--- src/rtl/mips_pkg.sv ---
// Shared MIPS execute-stage definitions.
// State encoding for the multi-cycle multiplier sequencer.
package mips_pkg;

    localparam int WIDTH = 32;

    localparam logic [1:0] ST_IDLE = 2'd0;
    localparam logic [1:0] ST_CALC = 2'd1;
    localparam logic [1:0] ST_FIX  = 2'd2;
    localparam logic [1:0] ST_DONE = 2'd3;

endpackage

--- src/rtl/mult_add_step.sv ---
// One shift-and-add multiply step: conditional add, then shift {Acc,Q} right.
// The single adder of the multiplier lives here.
module mult_add_step #(
    parameter int WIDTH = 32
) (
    input  logic [WIDTH-1:0] i_acc,
    input  logic [WIDTH-1:0] i_q,
    input  logic [WIDTH-1:0] i_m,
    output logic [WIDTH-1:0] o_acc,
    output logic [WIDTH-1:0] o_q
);

    logic [WIDTH-1:0] w_addend;
    logic [WIDTH:0]   w_sum;

    assign w_addend = i_q[0] ? i_m : '0;
    assign w_sum    = {1'b0, i_acc} + {1'b0, w_addend};

    // Carry-out becomes the new accumulator MSB; sum LSB shifts into Q.
    assign o_acc = w_sum[WIDTH:1];
    assign o_q   = {w_sum[0], i_q[WIDTH-1:1]};

endmodule

--- src/rtl/mult_seq_ctrl.sv ---
// MULT/MULTU sequencer: 32 shift-and-add steps on magnitudes,
// then a sign fix-up into HI/LO. Fixed 33-cycle latency.
module mult_seq_ctrl #(
    parameter int WIDTH = mips_pkg::WIDTH,
    parameter int CNT_W = 5
) (
    input  logic             Clk,
    input  logic             Rst_n,
    input  logic             Start,
    input  logic             Signed,
    input  logic [WIDTH-1:0] OpA,
    input  logic [WIDTH-1:0] OpB,
    input  logic             Flush,
    output logic             Busy,
    output logic             Done,
    output logic [WIDTH-1:0] Hi,
    output logic [WIDTH-1:0] Lo
);

    import mips_pkg::*;

    logic [1:0]         r_state;
    logic [CNT_W-1:0]   r_cnt;
    logic [WIDTH-1:0]   r_acc;
    logic [WIDTH-1:0]   r_q;
    logic [WIDTH-1:0]   r_m;
    logic               r_neg;
    logic [WIDTH-1:0]   r_hi;
    logic [WIDTH-1:0]   r_lo;

    logic               w_can_load;
    logic               w_load;
    logic [WIDTH-1:0]   w_mag_a;
    logic [WIDTH-1:0]   w_mag_b;
    logic [WIDTH-1:0]   w_acc_nxt;
    logic [WIDTH-1:0]   w_q_nxt;
    logic [2*WIDTH-1:0] w_prod;
    logic [2*WIDTH-1:0] w_res;

    assign w_can_load = (r_state == ST_IDLE) || (r_state == ST_DONE);
    assign w_load     = Start && w_can_load;

    // 0x80000000 maps to itself, which is correct read as unsigned.
    assign w_mag_a = (Signed && OpA[WIDTH-1]) ? -OpA : OpA;
    assign w_mag_b = (Signed && OpB[WIDTH-1]) ? -OpB : OpB;

    mult_add_step #(
        .WIDTH (WIDTH)
    ) u_step (
        .i_acc (r_acc),
        .i_q   (r_q),
        .i_m   (r_m),
        .o_acc (w_acc_nxt),
        .o_q   (w_q_nxt)
    );

    assign w_prod = {r_acc, r_q};
    assign w_res  = r_neg ? -w_prod : w_prod;

    always_ff @(posedge Clk or negedge Rst_n) begin
        if (!Rst_n) begin
            r_state <= ST_IDLE;
            r_cnt   <= '0;
            r_acc   <= '0;
            r_q     <= '0;
            r_m     <= '0;
            r_neg   <= 1'b0;
            r_hi    <= '0;
            r_lo    <= '0;
        end else if (Flush) begin
            r_state <= ST_IDLE;
        end else begin
            case (r_state)
                ST_CALC: begin
                    r_acc <= w_acc_nxt;
                    r_q   <= w_q_nxt;
                    r_cnt <= r_cnt + 1'b1;
                    if (r_cnt == CNT_W'(WIDTH - 1)) begin
                        r_state <= ST_FIX;
                    end
                end
                ST_FIX: begin
                    r_hi    <= w_res[2*WIDTH-1:WIDTH];
                    r_lo    <= w_res[WIDTH-1:0];
                    r_state <= ST_DONE;
                end
                default: begin
                    if (w_load) begin
                        r_m     <= w_mag_a;
                        r_q     <= w_mag_b;
                        r_acc   <= '0;
                        r_cnt   <= '0;
                        r_neg   <= Signed && (OpA[WIDTH-1] ^ OpB[WIDTH-1]);
                        r_state <= ST_CALC;
                    end else begin
                        r_state <= ST_IDLE;
                    end
                end
            endcase
        end
    end

    assign Busy = (r_state == ST_CALC) || (r_state == ST_FIX);
    assign Done = (r_state == ST_DONE);
    assign Hi   = r_hi;
    assign Lo   = r_lo;

endmodule

--- config.mk ---
export PLATFORM = sky130hd
export DESIGN_NAME = mult_seq_ctrl
export DESIGN_NICKNAME = d
export VERILOG_FILES = /design/src/rtl/mips_pkg.sv /design/src/rtl/mult_add_step.sv /design/src/rtl/mult_seq_ctrl.sv
export SDC_FILE = /design/constraint.sdc
export NUM_CORES = 1
export LEC_CHECK = 0
export CAP_MARGIN = 15
export CORE_UTILIZATION = 40
export CTS_CLUSTER_SIZE = 16
export DETAILED_ROUTE_END_ITERATION = 7
export PLACE_DENSITY_LB_ADDON = 0.3
export SLEW_MARGIN = 15
export SYNTH_ARGS = -nofsm -noshare
export SYNTH_HDL_FRONTEND = slang
export SYNTH_SLANG_ARGS = --single-unit
export TNS_END_PERCENT = 30
--- constraint.sdc ---
create_clock -name Clk -period 5.72 [get_ports Clk]
set_clock_uncertainty 0.1 [all_clocks]
set_input_delay 1.144 -clock Clk [delete_from_list [all_inputs] [get_ports Clk]]
set_output_delay 1.144 -clock Clk [all_outputs]
set_load 0.1 [all_outputs]
==> results by group, run 1 <==
Status
  • Outcome: complete, no violations

Logic synthesis
  • Synth warn: 0
  • Synth top area cells: dfrtp_1, xor2_1, nand2_1
  • Adder-cell area share of the yosys netlist: 4.67%
  • Synth Area in XOR/XNOR: 10.6%
  • Synth cell types: 67
  • Synth top cells by count: nand2_1, dfrtp_1, o21ai_1
  • Largest family of logic cells by synthesized area: compound AO/OA/AOI/OAI gates
  • Post-synth EDFFs: 0
  • Largest area contributor in the netlist: dfrtp_1
  • Seq cells post-synth: 168
  • Compound-gate portion of the synthesized area: 24.4%
  • Share of Yosys cell area claimed by the top area cell type: 37.8%
  • Simple-gate portion of the synthesized area: around 18%
  • Post-synthesis cell count: around 1.3k
  • Post-Syn Area: 11100 um2
  • Mean Syn Cell Area: 8.51 um2
  • Mux cell area share after synthesis: 0.449%
  • Most common cell in the netlist: nand2_1
  • FFs w/ async S/R, synth: 100%
  • Register area share after synthesis: 37.8%
  • Synthesized Nets: 1418
  • Dominant synthesized flop cell: dfrtp_1

Worst setup path
  • Critical path class: flop to output port
  • CP Max Fanout: 5
  • Critical path capture point type: output port
  • Critical path data arrival time: 2.46 ns
  • CP Data Required Time: roughly 4.5 ns
  • Startpoint Class: flop

Global route
  • Initial antenna violation count: 0
  • GRT Total Usage: about a fifth
  • Largest net degree at the start of global routing: 119
  • First-pass GRT wire length: between 40 and 50 mm
  • Grt total ovfl: 0
  • Vias in the first global route: 8975

Clocking
  • Post-CTS Hold Fix Bufs: 0
  • TritonCTS clock tree: built
  • Clock slew at the register clock pins of the worst setup and hold paths: around 0.07 ns
  • Clk Latency, worst-skew pair: 0.44 ns
  • Post-CTS setup buffers: 0
  • Total CTS buffers: 17
  • H-tree levels: 4
  • Clk buf depth: 2
  • Post-cts resize count: 0
  • Clk sinks: 168
  • Root buf cell: clkbuf_16

Finish
  • Nets@finish: between 1k and 1.5k
  • Antenna diode count: 0
  • Layout cell share with drive strength beyond 1: between 4 and 5%
  • Layout fillers: 2586
  • Post-route insts no fill: between 1.5k and 2k
  • Area delta synth->final: 19.4%

STA
  • Tmin final: 3.71 ns
  • Final setup vio count: 0
  • Hold violation count in the final report: 0
  • Fmax: around 270 MHz
  • TNS Setup: 0 ns
  • Final period utilization: between 60% and 70%
  • Relative slew slack: about 28%
  • Fin. max-slew vios: 0
  • Transition time of the tightest slew-check pin: 1.07 ns
  • RSZ-0062 raised after global routing: false

Placement
  • DP Wirelength: 22.5 mm
  • Placer congestion estimate: 0.929
  • Placed cell count: 1738
  • Port Buf Inserts: 134

Route
  • WL met1: 15.3 mm
  • Via density: 5.52
  • Met3 wire len: 1.75 mm
  • Met2 wire length: 12.1 mm
  • DR WL/cell: about 17 um
  • 1st-iter DRT viols: 651
  • Number of remaining DRC errors: 0
  • Routed wire length: 29.5 mm
  • ANT nets after route: 0
  • Top layer in use: met4
  • Routed vias: 9766
  • Pre-Repair DR Iteration Count: 5

Run
  • Max-Cap Viols: 0

Die
  • Core area: approximately 27000 um2
  • I/O Pins: between 100 and 150
  • Die ar.: between 20000 and 30000 um2
  • Initial Util: 41.1%
  • Die height: 169 um
  • Die Wd: approximately 170 um
  • Site Rows: 60

Power and ir drop
  • Pwr dens: 565 nW/um2
  • Worst VDD drop: ~0.41 mV
  • Leak pwr: 5.49 nW
  • Power Total: 7.51 mW

Min path
  • Worst min-delay path class: flop to flop
## critical path, cell delays in order (launching register included)
cell             delay [ns]
dfrtp_1                0.40
inv_1                  0.06
ha_1                   0.36
inv_1                  0.08
clkdlybuf4s50_1        1.12
## cell type report
cell class	instances	area (um2)	area share, %
Multi-Input combinational cell	1032	6530	49.1
Sequential cell	168	4210	31.6
Timing Repair Buffer	140	1400	10.5
Tap cell	372	465	3.50
Clock buffer	19	443	3.33
Clock inverter	13	151	1.14
Inverter	26	97.6	0.734
## per-layer routing
metal	vias up	track usage, %
li1	4927	-
met1	4528	33.4
met5	-	0
met4	0	5.61
met2	285	29.7
met3	26	3.20
## power breakdown
part	switching [mW]	internal, mW
Clock	0.544	0.635
Combinational	2.80	1.27
Sequential	0.599	1.66
## cells by family (layout without fill, tap and decap cells)
group	count (synthesis)	count (layout)
adder cells (fa/ha/maj)	41	41
XOR/XNOR	135	135
AND/OR/NAND/NOR	417	417
AO/OA/AOI/OAI	434	434
flip-flops	168	168
buffers and inverters	108	198
multiplexers	5	5
## final timing paths
| check | start | endpoint | slack [ns] | cells past startpoint |
|---|---|---|---|---|
| max in group asynchronous | Rst_n | Hi[1] | 3.98 | 2 |
| worst min-delay path | r_m[4] | r_m[4] | 0.38 | 2 |
| min in group asynchronous | Rst_n | r_cnt[2] | 0.53 | 1 |
| worst max register to register | r_q[0] | r_acc[27] | 2.02 | 10 |
| worst min register to register | r_m[4] | r_m[4] | 0.38 | 2 |
| worst max-delay path | r_state[0] | Busy | 2.01 | 4 |
## through the flow
stage | setup slack (ns) | hold WS (ns) | utilization (%) | area, um2
6_report | 2.01 | 0.379 | 49.1 | 13300
5_1_grt | 1.72 | 0.408 | 49.1 | 13300
4_1_cts | 2.00 | 0.383 | 49.1 | 13300
2_1_floorplan | 2.75 | 0.342 | - | 11100
3_5_place_dp | 1.84 | 0.367 | 46.9 | 12700
3_3_place_gp | 1.98 | 0.357 | 46.9 | 12700
## cell usage in the layout, fill, tap and decap left out, types with 5 or more instances in the layout
cell type,count
nand2_1,185
dfrtp_1,167
clkdlybuf4s50_1,133
o21ai_1,100
o21ai_0,99
xor2_1,95
a21oi_1,58
nor2_1,50
xnor2_1,40
ha_1,40
and2_1,39
o31ai_1,36
a22oi_1,33
inv_1,26
o41ai_1,23
or3_1,22
nor3_1,20
nand4_1,17
clkbuf_16,17
nor4_1,14
nand3_1,14
a31oi_1,13
or4_1,11
o211ai_1,11
a211oi_1,10
a21o_1,9
nor2b_1,7
and3_1,6
mux2i_1,5
or2_2,5
and4_1,5
inv_6,5
buf_4,5
## flip-flops by register name (all words and copies together), names as in the netlist
name / flops
r_state: 2
r_m: 32
r_acc: 32
r_neg: 1
Lo: 32
Hi: 32
r_q: 32
r_cnt: 5
(Power assumes the default switching activity.)
==> inputs of run 2 (changes only) <==
==> constraint.sdc (replaced) <==
create_clock -name Clk -period 3.3 [get_ports Clk]
set_clock_uncertainty 0.1 [all_clocks]
set_input_delay 0.66 -clock Clk [delete_from_list [all_inputs] [get_ports Clk]]
set_output_delay 0.66 -clock Clk [all_outputs]
set_load 0.1 [all_outputs]
==> run 2 against run 1 <==
Compared with the run above: first-iteration DRC count increased by 9.5%; cell count is 3.6% higher; worst setup slack got worse by 1.8 ns.
==> results by group, run 2 (synthesized netlist as in run 1, its figures left out) <==
Clocking
  • Root buf cell: clkbuf_16
  • Post-cts resize count: 0 (unchanged)
  • H-tree levels: 4 (unchanged)
  • Post-CTS Hold Fix Bufs: 0 (unchanged)
  • Clock slew at the register clock pins of the worst setup and hold paths: 0.08 ns (about the same)
  • Clk sinks: 168 (unchanged)
  • TritonCTS clock tree: built
  • Total CTS buffers: 17 (unchanged)
  • Post-CTS setup buffers: 0 (unchanged)
  • Clk Latency, worst-skew pair: 0.44 ns (about the same)
  • Clk buf depth: 2 (unchanged)

Power and ir drop
  • Pwr dens: 971 nW/um2 (+72%)
  • Leak pwr: 5.94 nW (+8.1%)
  • Clk network pwr share: 15.9% (+0.2 points)
  • Comb power frac: 55.1% (+0.9 points)
  • Worst VDD drop: 0.608 mV (+50%)
  • Internal: 6.26 mW (+76%)
  • Sw Share: 53.0% (+0.43 points)
  • Share of power burned in registers: 29.0% (-1.1 points)
  • Sw power: 7.05 mW (+79%)
  • Power Total: 13.3 mW (+77%)

STA
  • Worst hold slack: 0.160 ns (-0.219 ns)
  • Transition time of the tightest slew-check pin: 1.09 ns (+0.0171 ns)
  • Final period utilization: between 90% and 100%
  • Fmax: around 330 MHz
  • Hold violation count in the final report: 0 (unchanged)
  • RSZ-0062 raised after global routing: false
  • TNS Setup: 0 ns (unchanged)
  • Relative slew slack: 27.2% (-1.1 points)
  • Fin. max-slew vios: 0 (unchanged)
  • Tmin final: a little over 3 ns
  • Final setup vio count: 0 (unchanged)
  • Final setup margin: 0.252 ns (-1.76 ns)

Placement
  • Placed cell count: 1801 (+3.6%)
  • Dpl cell area: 13100 um2 (+2.9%)
  • Port Buf Inserts: 134 (unchanged)
  • DP Worst Slack: 0.151 ns (-1.69 ns)
  • Placer congestion estimate: 0.935 (+0.74%)
  • DP Wirelength: 24.0 mm (+6.9%)

Die
  • Initial Util: 41.1% (unchanged)
  • I/O Pins: 135 (unchanged)
  • Die Wd: 169 um (unchanged)
  • Die height: 169 um (unchanged)
  • Core area: 27100 um2 (unchanged)
  • Die ar.: 28500 um2 (unchanged)
  • Site Rows: 60 (unchanged)

Global route
  • Vias in the first global route: 9221 (+2.7%)
  • Initial antenna violation count: 0 (unchanged)
  • GRT Total Usage: 22.0% (+0.75 points)
  • Grt total ovfl: 0 (unchanged)
  • First-pass GRT wire length: 49.5 mm (+2.5%)
  • Largest net degree at the start of global routing: 81 (-32%)

Finish
  • Area delta synth->final: 23.0%
  • Most common cell after layout, fill and taps aside: nand2_1
  • Final instance area: 13700 um2 (+3.0%)
  • Nets@finish: 1558 (+4.2%)
  • Fin util: 50.6% (+1.5 points)
  • Layout fillers: 2594 (+0.31%)
  • Post-route insts no fill: 1833 (+3.6%)
  • Commonest non-fill, non-tap cells in the layout: nand2_1, dfrtp_1, buf_4, o21ai_1, o21ai_0
  • Antenna diode count: 0 (unchanged)
  • Layout cell share with drive strength beyond 1: 12.9% (+8.7 points)

Route
  • Via density: 5.48 (-0.74%)
  • Routed wire length: 30.9 mm (+4.9%)
  • DR WL/cell: 16.9 um (+1.3%)
  • Number of remaining DRC errors: 0 (unchanged)
  • Pre-Repair DR Iteration Count: 7 (+2)
  • Routed vias: 10.0k (+2.8%)
  • ANT nets after route: 0 (unchanged)
  • 1st-iter DRT viols: 713 (+9.5%)

Worst setup path
  • Critical path data arrival time: 3.27 ns (+0.81 ns)
  • CP Data Required Time: 3.52 ns (-0.96 ns)
  • Worst reg2reg setup slack: 0.25 ns (-1.77 ns)
  • CP Max Fanout: 13 (+8)
  • Critical path capture point type: flop
  • Startpoint Class: flop
  • Critical path class: flop to flop

Run
  • Max-Cap Viols: 0 (unchanged)

Min path
  • Worst min-delay path class: input port to asynchronous set/reset pin

Status
  • Outcome: complete, no violations
-- run 2: power groups by stage --
stage	clock [mW]	combinational, mW	sequential (mW)
global route	2.24	7.94	3.97
floorplan	0	3.49	5.58
finish	2.12	7.33	3.86
CTS	2.15	7.34	3.83
detailed placement	0	7.32	3.87
global placement	0	7.23	3.83
-- run 2: cell type report --
type	count	area (um2)	share of cell area, %
flip-flops and latches	168	4210	30.7
clock buffers	17	425	3.10
multi-input cells	1032	6530	47.7
clock inverters	15	204	1.49
inverters	26	97.6	0.712
well taps	372	465	3.40
repair buffers	203	1770	12.9
-- run 2: routing by layer --
layer  vias to the layer above  track usage (%)  wire (um)
met5                         -                0          0
met1                      4666             34.6      16100
met4                         0             5.69        390
met3                        26             2.99       1950
met2                       299             31.0      12500
li1                       5048                -          -
-- run 2: worst max-delay path, cell delays in order, from the launching register on --
cell      delay (ns)
dfrtp_1         0.47
nor4_1          0.81
and4bb_2        0.41
nand4_2         0.20
buf_4           0.29
o41ai_2         0.38
xor2_1          0.18
o21ai_1         0.07
-- run 2: final timing paths --
path                              start      end  cells after the start
min in group Clk                r_m[12]  r_m[12]                      2
worst min register to register  r_m[12]  r_m[12]                      2
max in group asynchronous         Rst_n    Hi[6]                      2
worst min-delay path              Rst_n   r_q[6]                      1
worst max-delay path             r_q[8]   Hi[26]                      7
worst max register to register   r_q[8]   Hi[26]                      7
==> inputs of run 3 (changes only) <==
--- a/config.mk
+++ b/config.mk
@@ -5,12 +5,13 @@
 export SDC_FILE = /design/constraint.sdc
 export NUM_CORES = 1
 export LEC_CHECK = 0
+export ABC_CLOCK_PERIOD_IN_PS = 3300
 export CAP_MARGIN = 15
 export CORE_UTILIZATION = 40
 export CTS_CLUSTER_SIZE = 16
 export DETAILED_ROUTE_END_ITERATION = 7
 export PLACE_DENSITY_LB_ADDON = 0.3
-export SLEW_MARGIN = 15
+export SLEW_MARGIN = 20
 export SYNTH_ARGS = -nofsm -noshare
 export SYNTH_HDL_FRONTEND = slang
 export SYNTH_SLANG_ARGS = --single-unit
==> results of run 3 <==
Same layout as run 2: the final DEF is identical, and so are final timing and power.
